File: src/rtl/oven_pkg.sv
// rtl/oven_pkg.sv - shared types and seven-segment table for the oven countdown timer
// Contents: state_t controller states, SEG_TABLE digit patterns (active-low),
//           SEG_BLANK pattern, seg_decode helper.
package oven_pkg;

    typedef enum logic [1:0] {
        ST_SET    = 2'd0,
        ST_RUN    = 2'd1,
        ST_PAUSED = 2'd2,
        ST_DONE   = 2'd3
    } state_t;

    localparam logic [6:0] SEG_BLANK = 7'b1111111;

    localparam logic [6:0] SEG_TABLE [10] = '{
        7'b1000000, 7'b1111001, 7'b0100100, 7'b0110000, 7'b0011001,
        7'b0010010, 7'b0000010, 7'b1111000, 7'b0000000, 7'b0010000
    };

    function automatic logic [6:0] seg_decode(input logic [3:0] digit);
        logic [6:0] seg;
        seg = SEG_BLANK;
        if (digit < 4'd10) begin
            seg = SEG_TABLE[digit];
        end
        return seg;
    endfunction

endpackage

File: src/rtl/button_conditioner.sv
// rtl/button_conditioner.sv - synchroniser, debouncer and press/auto-repeat pulse generator
// Ports: clk, rst (sync, active-high), btn_n (raw active-low button),
//        pulse (one cycle per accepted press, plus auto-repeat when REPEAT_EN).
module button_conditioner #(
    parameter int DEBOUNCE_CYC = 500_000,
    parameter int REPEAT_CYC   = 10_000_000,
    parameter bit REPEAT_EN    = 1'b1
) (
    input  logic clk,
    input  logic rst,
    input  logic btn_n,
    output logic pulse
);
    import oven_pkg::*;

    localparam int DBW = (DEBOUNCE_CYC > 1) ? $clog2(DEBOUNCE_CYC) : 1;
    localparam int RPW = (REPEAT_CYC > 1) ? $clog2(REPEAT_CYC) : 1;
    localparam logic [DBW-1:0] DB_LAST = DBW'(DEBOUNCE_CYC - 1);
    localparam logic [RPW-1:0] RP_LAST = RPW'(REPEAT_CYC - 1);

    logic           sync1;
    logic           sync2;
    logic           level;
    logic [DBW-1:0] db_cnt;
    logic [RPW-1:0] rep_cnt;
    logic           accept;
    logic           accept_press;

    // db_cnt counts consecutive synced samples that differ from the accepted
    // level; the last of DEBOUNCE_CYC such samples flips the level.
    assign accept       = (sync2 != level) && (db_cnt == DB_LAST);
    assign accept_press = accept && !sync2;

    always_ff @(posedge clk) begin
        if (rst) begin
            sync1   <= 1'b1;
            sync2   <= 1'b1;
            level   <= 1'b1;
            db_cnt  <= '0;
            rep_cnt <= '0;
            pulse   <= 1'b0;
        end else begin
            sync1 <= btn_n;
            sync2 <= sync1;
            pulse <= 1'b0;

            if (sync2 == level) begin
                db_cnt <= '0;
            end else if (accept) begin
                level  <= sync2;
                db_cnt <= '0;
            end else begin
                db_cnt <= db_cnt + DBW'(1);
            end

            // Repeat phase is anchored to the accepted press edge.
            if (accept_press) begin
                pulse   <= 1'b1;
                rep_cnt <= '0;
            end else if (REPEAT_EN && !level) begin
                if (rep_cnt == RP_LAST) begin
                    pulse   <= 1'b1;
                    rep_cnt <= '0;
                end else begin
                    rep_cnt <= rep_cnt + RPW'(1);
                end
            end else begin
                rep_cnt <= '0;
            end
        end
    end

endmodule

File: src/rtl/oven_countdown_timer.sv
// rtl/oven_countdown_timer.sv - oven countdown timer: preset entry, run/pause, done, 4-digit display
// Ports: clk, rst (sync, active-high); btn_up_n/btn_dn_n/btn_start_n/btn_stop_n raw
//        active-low buttons; hex0..hex3 active-low segments (sec ones, sec tens,
//        min ones, min tens); running, done status; remaining seconds (binary).
module oven_countdown_timer #(
    parameter int TICK_DIV     = 50_000_000,
    parameter int DEBOUNCE_CYC = 500_000,
    parameter int REPEAT_CYC   = 10_000_000,
    parameter int STEP_SEC     = 5,
    parameter int MAX_SEC      = 5999
) (
    input  logic                           clk,
    input  logic                           rst,
    input  logic                           btn_up_n,
    input  logic                           btn_dn_n,
    input  logic                           btn_start_n,
    input  logic                           btn_stop_n,
    output logic [6:0]                     hex0,
    output logic [6:0]                     hex1,
    output logic [6:0]                     hex2,
    output logic [6:0]                     hex3,
    output logic                           running,
    output logic                           done,
    output logic [$clog2(MAX_SEC+1)-1:0]   remaining
);
    import oven_pkg::*;

    localparam int RW = $clog2(MAX_SEC + 1);
    localparam int PW = (TICK_DIV > 1) ? $clog2(TICK_DIV) : 1;

    logic          up_p, dn_p, start_p, stop_p;
    state_t        state, state_d;
    logic [RW-1:0] preset, preset_d;
    logic [PW-1:0] presc;
    logic          tick_due;
    logic          enter_run;
    logic [RW-1:0] disp_val, mins, secs;

    button_conditioner #(.DEBOUNCE_CYC(DEBOUNCE_CYC), .REPEAT_CYC(REPEAT_CYC), .REPEAT_EN(1'b1))
        u_up    (.clk(clk), .rst(rst), .btn_n(btn_up_n),    .pulse(up_p));
    button_conditioner #(.DEBOUNCE_CYC(DEBOUNCE_CYC), .REPEAT_CYC(REPEAT_CYC), .REPEAT_EN(1'b1))
        u_dn    (.clk(clk), .rst(rst), .btn_n(btn_dn_n),    .pulse(dn_p));
    button_conditioner #(.DEBOUNCE_CYC(DEBOUNCE_CYC), .REPEAT_CYC(REPEAT_CYC), .REPEAT_EN(1'b0))
        u_start (.clk(clk), .rst(rst), .btn_n(btn_start_n), .pulse(start_p));
    button_conditioner #(.DEBOUNCE_CYC(DEBOUNCE_CYC), .REPEAT_CYC(REPEAT_CYC), .REPEAT_EN(1'b0))
        u_stop  (.clk(clk), .rst(rst), .btn_n(btn_stop_n),  .pulse(stop_p));

    assign tick_due = (presc == PW'(TICK_DIV - 1));

    // Stop always wins over start when both pulse together.
    always_comb begin
        state_d   = state;
        enter_run = 1'b0;
        case (state)
            ST_SET: begin
                if (start_p && !stop_p && preset != '0) begin
                    state_d   = ST_RUN;
                    enter_run = 1'b1;
                end
            end
            ST_RUN: begin
                if (stop_p) begin
                    state_d = ST_PAUSED;
                end else if (tick_due && remaining == RW'(1)) begin
                    state_d = ST_DONE;
                end
            end
            ST_PAUSED: begin
                if (stop_p) begin
                    state_d = ST_SET;
                end else if (start_p) begin
                    state_d   = ST_RUN;
                    enter_run = 1'b1;
                end
            end
            ST_DONE: begin
                if (up_p || dn_p || start_p || stop_p) begin
                    state_d = ST_SET;
                end
            end
            default: state_d = ST_SET;
        endcase
    end

    always_comb begin
        preset_d = preset;
        if (state == ST_SET && up_p && !dn_p) begin
            preset_d = (int'(preset) > MAX_SEC - STEP_SEC) ? RW'(MAX_SEC) : preset + RW'(STEP_SEC);
        end else if (state == ST_SET && dn_p && !up_p) begin
            preset_d = (int'(preset) < STEP_SEC) ? '0 : preset - RW'(STEP_SEC);
        end
    end

    always_ff @(posedge clk) begin
        if (rst) begin
            state     <= ST_SET;
            preset    <= '0;
            remaining <= '0;
            presc     <= '0;
        end else begin
            state  <= state_d;
            preset <= preset_d;
            if (enter_run) begin
                // Resume from PAUSED keeps remaining but restarts the second.
                presc <= '0;
                if (state == ST_SET) begin
                    remaining <= preset;
                end
            end else if (state == ST_RUN && !stop_p) begin
                if (tick_due) begin
                    presc     <= '0;
                    remaining <= remaining - RW'(1);
                end else begin
                    presc <= presc + PW'(1);
                end
            end
        end
    end

    assign running = (state == ST_RUN);
    assign done    = (state == ST_DONE);

    always_comb begin
        disp_val = (state == ST_SET) ? preset : remaining;
        mins     = disp_val / RW'(60);
        secs     = disp_val % RW'(60);
        hex0     = seg_decode(4'(secs % RW'(10)));
        hex1     = seg_decode(4'(secs / RW'(10)));
        hex2     = seg_decode(4'(mins % RW'(10)));
        hex3     = seg_decode(4'(mins / RW'(10)));
    end

endmodule

File: config.mk
export PLATFORM = sky130hd
export DESIGN_NAME = oven_countdown_timer
export DESIGN_NICKNAME = d
export VERILOG_FILES = /design/src/rtl/oven_pkg.sv /design/src/rtl/button_conditioner.sv /design/src/rtl/oven_countdown_timer.sv
export SDC_FILE = /design/constraint.sdc
export NUM_CORES = 1
export LEC_CHECK = 0
export BUFFER_PORTS_ARGS = -buffer_cell sky130_fd_sc_hd__buf_2
export CAP_MARGIN = 0
export CELL_PAD_IN_SITES_DETAIL_PLACEMENT = 1
export CELL_PAD_IN_SITES_GLOBAL_PLACEMENT = 2
export CORE_AREA = 2 2 186 188
export CTS_CLUSTER_SIZE = 20
export DETAILED_ROUTE_END_ITERATION = 6
export DIE_AREA = 0 0 188 190
export PLACE_DENSITY_LB_ADDON = 0.1
export SLEW_MARGIN = 20
export SYNTH_ARGS = -nofsm -noshare
export SYNTH_HDL_FRONTEND = slang
export SYNTH_HIERARCHICAL = 1
export SYNTH_SLANG_ARGS = --single-unit
File: constraint.sdc
create_clock -name clk -period 8.15 [get_ports clk]
set_clock_uncertainty 0.1 [all_clocks]
set_input_delay 1.2225 -clock clk [delete_from_list [all_inputs] [get_ports clk]]
set_output_delay 1.2225 -clock clk [all_outputs]
set_load 0.02 [all_outputs]
==> results of run 1 <==
[report_power, final]
group          internal [uW]  leakage, uW  total (uW)  switching [uW]
registers                949      0.00157         950            1.40
clock network            407     0.000265         831             425
logic                   4.07      0.00333        15.8            11.8
[flip-flops by register name (all words and copies together), names as in the netlist, 2 cells and up]
signal          count
presc              26
u_up/rep_cnt       24
u_up/db_cnt        19
preset             13
u_stop/db_cnt      19
state               2
remaining          13
u_dn/rep_cnt       24
u_dn/db_cnt        19
u_start/db_cnt     19
[final cells by class]
class | instances | area (um2) | share of cell area, %
Clock buffer | 18 | 429 | 2.81
Sequential cell | 194 | 3890 | 25.5
Multi-Input combinational cell | 1281 | 8860 | 58.1
Inverter | 60 | 225 | 1.48
Timing Repair Buffer | 157 | 1130 | 7.41
Tap cell | 455 | 569 | 3.73
Clock inverter | 14 | 143 | 0.935
[stage by stage]
step                area, um2  worst slack (ps)  hold WS (ps)  cells  TNS, ps
global placement        13500               166           296   2081        0
detailed placement      13500              -196           296   2081     -392
CTS                     14600              31.5           312   2143        0
floorplan               12600               249           289   1598        0
global route            15300              -209           319   2179     -979
finish                  15300               103           311   2179        0
[path summary, 6_finish.rpt]
check	from	endpoint	cells after the start
max	state[0]$_SDFFE_PP0P_	hex0[5]	31
min	u_stop/sync1$_SDFF_PP1_	u_stop/sync2$_SDFF_PP1_	1
max reg2reg	presc[21]$_SDFFE_PP0P_	remaining[8]$_SDFFE_PP0P_	10
min reg2reg	u_stop/sync1$_SDFF_PP1_	u_stop/sync2$_SDFF_PP1_	1
[cell families (layout without fill, tap and decap cells)]
| group | count (synthesis) | in the layout | share of synthesized area, % |
|---|---|---|---|
| AND/OR/NAND/NOR | 735 | 735 | 30.5 |
| flip-flops | 194 | 194 | 30.7 |
| XOR/XNOR | 139 | 139 | 9.81 |
| adder cells (fa/ha/maj) | 43 | 43 | 4.21 |
| buffers and inverters | 123 | 249 | 4.29 |
| multiplexers | 28 | 28 | 2.68 |
| AO/OA/AOI/OAI | 336 | 336 | 17.8 |
[critical path, delay by kind of cell (launching register included)]
| family | cells | cell delay [ps] |
|---|---|---|
| mux | 2 | 550 |
| flops | 1 | 360 |
| fa+ha+maj | 1 | 230 |
| simple gates | 5 | 1300 |
| buf+inv | 9 | 1510 |
| compound gates | 14 | 2310 |
[synthesized netlist by cell type, drive strengths merged (33+ instances only)]
master  instances
nand3          68
nand2         132
nor3           52
o21ai          90
inv            60
nor2          232
xnor2          94
clkbuf         33
dfxtp         194
ha             40
nand4          52
a21oi         109
xor2           45
or3            39
[what timing repair did]
action | in CTS | in global routing
gates cloned | 0 | 1
gates resized for setup | 65 | 85
pin swaps | 26 | 42
buffers inserted | 30 | 35
endpoints found under the setup margin | 13 | 18
[per-layer routing]
metal	GRT usage [%]	vias up	wire length, um
li1	-	5975	-
met1	25.4	5853	16700
met2	34.6	161	17600
met3	3.23	57	976
met4	5.81	0	846
met5	0	-	0
==> summary.md, run 1 <==
| Metric | Value |
|---|---|
| Synth top area cells | `dfxtp_1 (31%), nor2_1 (6.9%), xnor2_1 (6.4%), a21oi_1 (4.2%), ha_1 (4.0%)` |
| Drt wl/cell | `16.6 um` |
| CTS tree | `built` |
| Worst-Margin Slew | `1030 ps` |
| Antenna diodes | `0` |
| Slowest CP cell | `or3b_2` |
| Area Overhead vs Synth | `20.6%` |
| Fin crit period | `8050 ps` |
| Routed Antenna Nets | `0` |
| Gate Count Post-Synth | `1,598` |
| Worst setup path class | `register to primary output` |
| CTS Hold Buffers Added | `0` |
| Synth warn | `6` |
| Top cell by count, worst path | `buf_4` |
| Min-delay worst type | `register to register` |
| Number of global-route vias before repair | `11,900` |
| Total CTS buffers | `17` |
| Gp weighted congestion | `0.834` |
| RSZ-0062 raised after global routing | `true` |
| Top FF cell, synth | `dfxtp_1` |
| Initial antenna violation count | `0` |
| Max Root-Sink Buffers | `2` |
| Placeable Area | `33,900 um2` |
| Req. time, crit path | `6830 ps` |
| Routed via count | `12,000` |
| Part of the cycle the worst path needs | `98.7%` |
| Max-cap viol count | `0` |
| Mapped Nets | `1,644` |
| Fmax | `124 MHz` |
| Post-Synthesis Cell Area | `12,600 um2` |
| Drt pass-1 iters | `5` |
| Cell leakage power | `0.00516 uW` |
| Highest-count cells in the layout ignoring fill and taps | `nor2_1 (228), dfxtp_1 (187), nand2_1 (125)` |
| GRT overflow | `0` |
| Worst path max stage delay | `480 ps` |
| Rows | `68` |
| Critical Path Fanout Max | `13` |
| Layout cell share with drive strength beyond 1 | `21.1%` |
| DP HPWL | `24,900 um` |
| Max VDD drop | `156 uV` |
| Final slew viol count | `0` |
| Die Area | `35,700 um2` |
| Status | `completed` |
| Worst setup SP type | `register` |
| Slew headroom | `29.5%` |
| Fin. Hold Viols | `0` |
| Global-route wire length before repair | `59,400 um` |
| Die Ht | `190 um` |
| DRC viols | `0` |
| Final wirelength | `36,100 um` |
| Largest net degree at the start of global routing | `47` |
| Via/cell ratio | `5.53` |
| Starting Density | `37.2%` |
| Post-synthesis async set-or-reset flop share | `0%` |
| PortBufs | `48` |
| Sequential fraction of the synthesis area | `30.7%` |
| Reg2Reg Setup Slack | `4810 ps` |
| Number of library cell types mapped by synthesis | `108` |
| Sinks on Clock Net | `194` |
| Number of DRC markers in iteration 0 | `558` |
| Cell taking the most area after synthesis | `dfxtp_1` |
| Clk Latency, worst-skew pair | `450 ps` |
| Final Util | `44.9%` |
| Share of the synthesized area in the top cell type | `30.7%` |
| Total GRT Usage | `19.9%` |
| Num ports | `49` |
| Power Dens Cells | `118 nW/um2` |
| Die width | `188 um` |
| H-tree depth | `4` |
| Final Setup Violations | `0` |
| Post-synth EDFFs | `0` |
| Clock root buffer master | `clkbuf_16` |
| Number of fill cells | `4,105` |
| Reg clk slew, reported paths | `70 ps` |
| Worst setup EP type | `primary output` |
| Design Power | `1800 uW` |
| Commonest non-fill, non-tap cell in the layout | `nor2_1` |
| Worst Path Arrival | `6720 ps` |
| Register bit total from synthesis | `194` |
| Synthesized area per cell | `7.91 um2` |
| Layout Nets | `1,757` |
Note: power is estimated with default switching activity, not from simulation.
==> inputs of run 2 (changes only) <==
CORE_AREA = 2 2 181 183   (was 2 2 186 188)
DIE_AREA = 0 0 183 185   (was 0 0 188 190)
SYNTH_HIERARCHICAL = default   (was 1)
==> summary.md, run 2 <==
| Metric | Value |
|---|---|
| Status | `finished with violations` |
| Failing checks | `negative setup slack` |
| Fin. Hold Viols | `0 (unchanged)` |
| Final Setup Violations | `4 (+4)` |
| Routed via count | `11,300 (-6.2%)` |
| Met1 global-route usage | `26.8% (+1.4 points)` |
| Total CTS buffers | `17 (unchanged)` |
| Gate Count Post-Synth | `1,515 (-5.2%)` |
| Crit. Startpoint | `state[0]$_SDFFE_PP0P_` |
| Sequential fraction of the synthesis area | `32.6% (+1.9 points)` |
| Top FF cell, synth | `dfxtp_1` |
| Worst setup EP type | `primary output` |
| Register bit total from synthesis | `194 (unchanged)` |
| Number of global-route vias before repair | `11,300 (-4.9%)` |
| Crit path depth | `29 (-6.5%)` |
| Mapped Nets | `1,561 (-5.0%)` |
| Slowest CP cell | `dfxtp_4` |
| Via/cell ratio | `5.42 (-2.0%)` |
| Layout Nets | `1,710 (-2.7%)` |
| Worst r2r path cells | `9 (-1)` |
| Worst-Margin Slew | `1050 ps (+25.7 ps)` |
| Gp weighted congestion | `0.832 (-0.28%)` |
| Number of fill cells | `3,860 (-6.0%)` |
| Post-synth EDFFs | `0 (unchanged)` |
| Area Overhead vs Synth | `23.2%` |
| Final WS setup | `-89.7 ps (-193 ps)` |
| Adder-Cell Fraction of Synth Area | `4.46% (+0.26 points)` |
| Worst path max stage delay | `390 ps (-90 ps)` |
| H-tree depth | `4 (unchanged)` |
| Sinks on Clock Net | `194 (unchanged)` |
| Top cell by count, worst path | `buf_4` |
| PortBufs | `48 (unchanged)` |
| Synthesized area per cell | `7.87 um2 (-0.58%)` |
| Max-cap viol count | `0 (unchanged)` |
| Req. time, crit path | `6830 ps (about the same)` |
| Critical Path Fanout Max | `7 (-6)` |
| Layout cell share with drive strength beyond 1 | `21.5% (+0.35 points)` |
| Xor/xnor cell area share of the yosys netlist | `11.1% (+1.3 points)` |
| Post-Synthesis Cell Area | `11,900 um2 (-5.7%)` |
| Count leader, synth | `nor2_1` |
| GR Util met2 | `35.2% (+0.57 points)` |
| Buf/Inv on CP | `6 (-3)` |
| Top flop regs | `presc x26, u_dn.rep_cnt x24, u_up.rep_cnt x24` |
| Power Dens Cells | `127 nW/um2 (+8.1%)` |
| Final slew viol count | `0 (unchanged)` |
| CTS Hold Buffers Added | `0 (unchanged)` |
| Cell taking the most area after synthesis | `dfxtp_1` |
| Largest net degree at the start of global routing | `53 (+13%)` |
| Mux cell area share after synthesis | `1.98% (-0.70 points)` |
| Drt pass-1 iters | `4 (-1)` |
| Min-delay worst type | `register to register` |
| Highest-count cells in the layout ignoring fill and taps | `nor2_1 (238), dfxtp_1 (192), nand2_1 (139)` |
| Number of DRC markers in iteration 0 | `462 (-17%)` |
| Worst Setup EP | `hex0[3]` |
| Die Area | `33,900 um2 (-5.2%)` |
| Die Ht | `185 um (-2.6%)` |
| Worst setup SP type | `register` |
| Starting Density | `37.2% (-0.049 points)` |
| Antenna diodes | `0 (unchanged)` |
| Num ports | `49 (unchanged)` |
| Compound-Gate Fraction of Synth Area | `17.6% (-0.24 points)` |
| Routed Antenna Nets | `0 (unchanged)` |
| Clock root buffer master | `clkbuf_16` |
| Max Root-Sink Buffers | `2 (unchanged)` |
| Area occupied by multi-input gates | `8170 um2 (-7.8%)` |
| Initial antenna violation count | `0 (unchanged)` |
| Fin crit period | `8240 ps (+193 ps)` |
| Total GRT Usage | `20.5% (+0.57 points)` |
| Global route hottest layer | `met2` |
| Post-synthesis async set-or-reset flop share | `0% (unchanged)` |
| GRT overflow | `0 (unchanged)` |
| Cell leakage power | `0.00555 uW (+7.5%)` |
| Most flop-heavy register | `presc` |
| Main combinational cell family by area after synthesis | `simple AND/OR/NAND/NOR gates` |
| RR Endpoint | `presc[5]$_SDFFE_PP0P_` |
| Drt wl/cell | `16.7 um (+0.53%)` |
| Simple-gate portion of the synthesized area | `29.0% (-1.5 points)` |
| Worst Path Arrival | `6920 ps (+200 ps)` |
| CTS tree | `built` |
| Reg clk slew, reported paths | `70 ps (about the same)` |
| RSZ-0062 raised after global routing | `true` |
| Die width | `183 um (-2.7%)` |
| Register area | `3890 um2 (about the same)` |
| Slew headroom | `29.1% (-0.40 points)` |
| Commonest non-fill, non-tap cell in the layout | `nor2_1` |
| DP HPWL | `24,700 um (-0.77%)` |
| Non-filler cells, final | `2,085 (-4.3%)` |
| Worst setup path class | `register to primary output` |
| Share of the synthesized area in the top cell type | `32.6% (+1.9 points)` |
| Synth warn | `0 (-6)` |
| Reg2Reg Setup Slack | `4540 ps (-270 ps)` |
| Max reg flops | `26 (unchanged)` |
| Max VDD drop | `152 uV (-2.2%)` |
| Rows | `66 (-2.9%)` |
| CP top delay family | `compound AO/OA/AOI/OAI gates` |
| Placeable Area | `32,000 um2 (-5.6%)` |
| Synth top area cells | `dfxtp_1 (33%), nor2_1 (7.7%), xor2_1 (7.0%), nand2_1 (4.5%), ha_1 (4.2%)` |
| Final wirelength | `34,700 um (-3.8%)` |
| Fmax | `121 MHz (-2.3%)` |
| Part of the cycle the worst path needs | `101% (+2.4 points)` |
| Top cells by instance count after synthesis | `nor2_1 (244), dfxtp_1 (194), nand2_1 (143), xor2_1 (95), nand3_1 (80)` |
| Final Util | `45.8% (+0.88 points)` |
| Clk Latency, worst-skew pair | `460 ps (about the same)` |
| Number of library cell types mapped by synthesis | `104 (-3.7%)` |
| Global-route wire length before repair | `56,800 um (-4.3%)` |
| Met3 Resource Use GR | `3.19% (-0.043 points)` |
| Reg2reg start | `preset[8]$_SDFFE_PP0P_` |
| DRC viols | `0 (unchanged)` |
| Dpl cells | `2,004 (-3.7%)` |
-- run 2: changes by cell type in the layout (fill, tap and decap cells not counted), moves of 12 or more --
| cell | change |
|---|---|
| nand4_1 | -12 |
| inv_1 | -15 |
| xnor2_1 | -33 |
| buf_4 | +32 |
| and3_1 | +30 |
| nor3_1 | -14 |
| or3_1 | -23 |
| xor2_1 | +51 |
| o21ai_0 | -24 |
| a21oi_1 | -36 |
| nor4_1 | -15 |
| nand2_1 | +14 |
| nand3_1 | +12 |
-- run 2: timing repair --
| item | in CTS | in global routing |
|---|---|---|
| cloned | 1 | 1 |
| setup endpoints to repair | 21 | 21 |
| resized for setup | 65 | 68 |
| setup buffers | 28 | 20 |
| pin swaps | 35 | 41 |
-- run 2: cell type report --
cell class,instances,area share [%]
inverter,43,1.12
multi-input combinational,1223,55.7
clock buffer,19,2.95
timing repair buffer,185,9.20
tap,408,3.48
sequential,194,26.5
clock inverter,13,1.05
-- run 2: cells by family (layout without fill, tap and decap cells) --
family                   count (synthesis)  count (layout)
AO/OA/AOI/OAI                          300             300
XOR/XNOR                               151             151
adder cells (fa/ha/maj)                 43              43
buffers and inverters                   98             260
flip-flops                             194             194
multiplexers                            20              20
AND/OR/NAND/NOR                        709             709
-- run 2: worst min-delay path by stage --
stage / start / endpoint / slack (ps) / cells after the start
finish: u_stop.sync1$_SDFF_PP1_ / u_stop.sync2$_SDFF_PP1_ / 310 / 1
global route: u_stop.sync1$_SDFF_PP1_ / u_stop.sync2$_SDFF_PP1_ / 330 / 1
CTS: u_stop.sync1$_SDFF_PP1_ / u_stop.sync2$_SDFF_PP1_ / 320 / 1
detailed placement: u_stop.sync1$_SDFF_PP1_ / u_stop.sync2$_SDFF_PP1_ / 300 / 1
global placement: u_start.sync1$_SDFF_PP1_ / u_start.sync2$_SDFF_PP1_ / 290 / 1
floorplan: u_dn.sync1$_SDFF_PP1_ / u_dn.sync2$_SDFF_PP1_ / 290 / 1
-- run 2: report_power, final --
| part | switching, uW | internal, uW |
|---|---|---|
| Clock | 399 | 458 |
| Combinational | 34.0 | 23.6 |
| Sequential | 4.42 | 951 |
-- run 2: per-stage QoR --
step | total power (uW) | TNS, ps | worst slack (ps) | cell area (um2) | hold WS [ps]
floorplan | 1010 | 0 | 47.2 | 11900 | 289
global placement | 1020 | 0 | 102 | 13100 | 294
detailed placement | 1020 | -120 | -120 | 13100 | 299
CTS | 1900 | -63.6 | -33.1 | 14200 | 319
global route | 1940 | -2380 | -381 | 14700 | 327
finish | 1870 | -213 | -89.7 | 14700 | 314
-- run 2: per-layer routing --
layer  routed length [um]  vias to the layer above
met5                    0                        -
met4                  482                        0
met3                  787                       34
met2                16500                       97
met1                17000                     5509
li1                     -                     5656
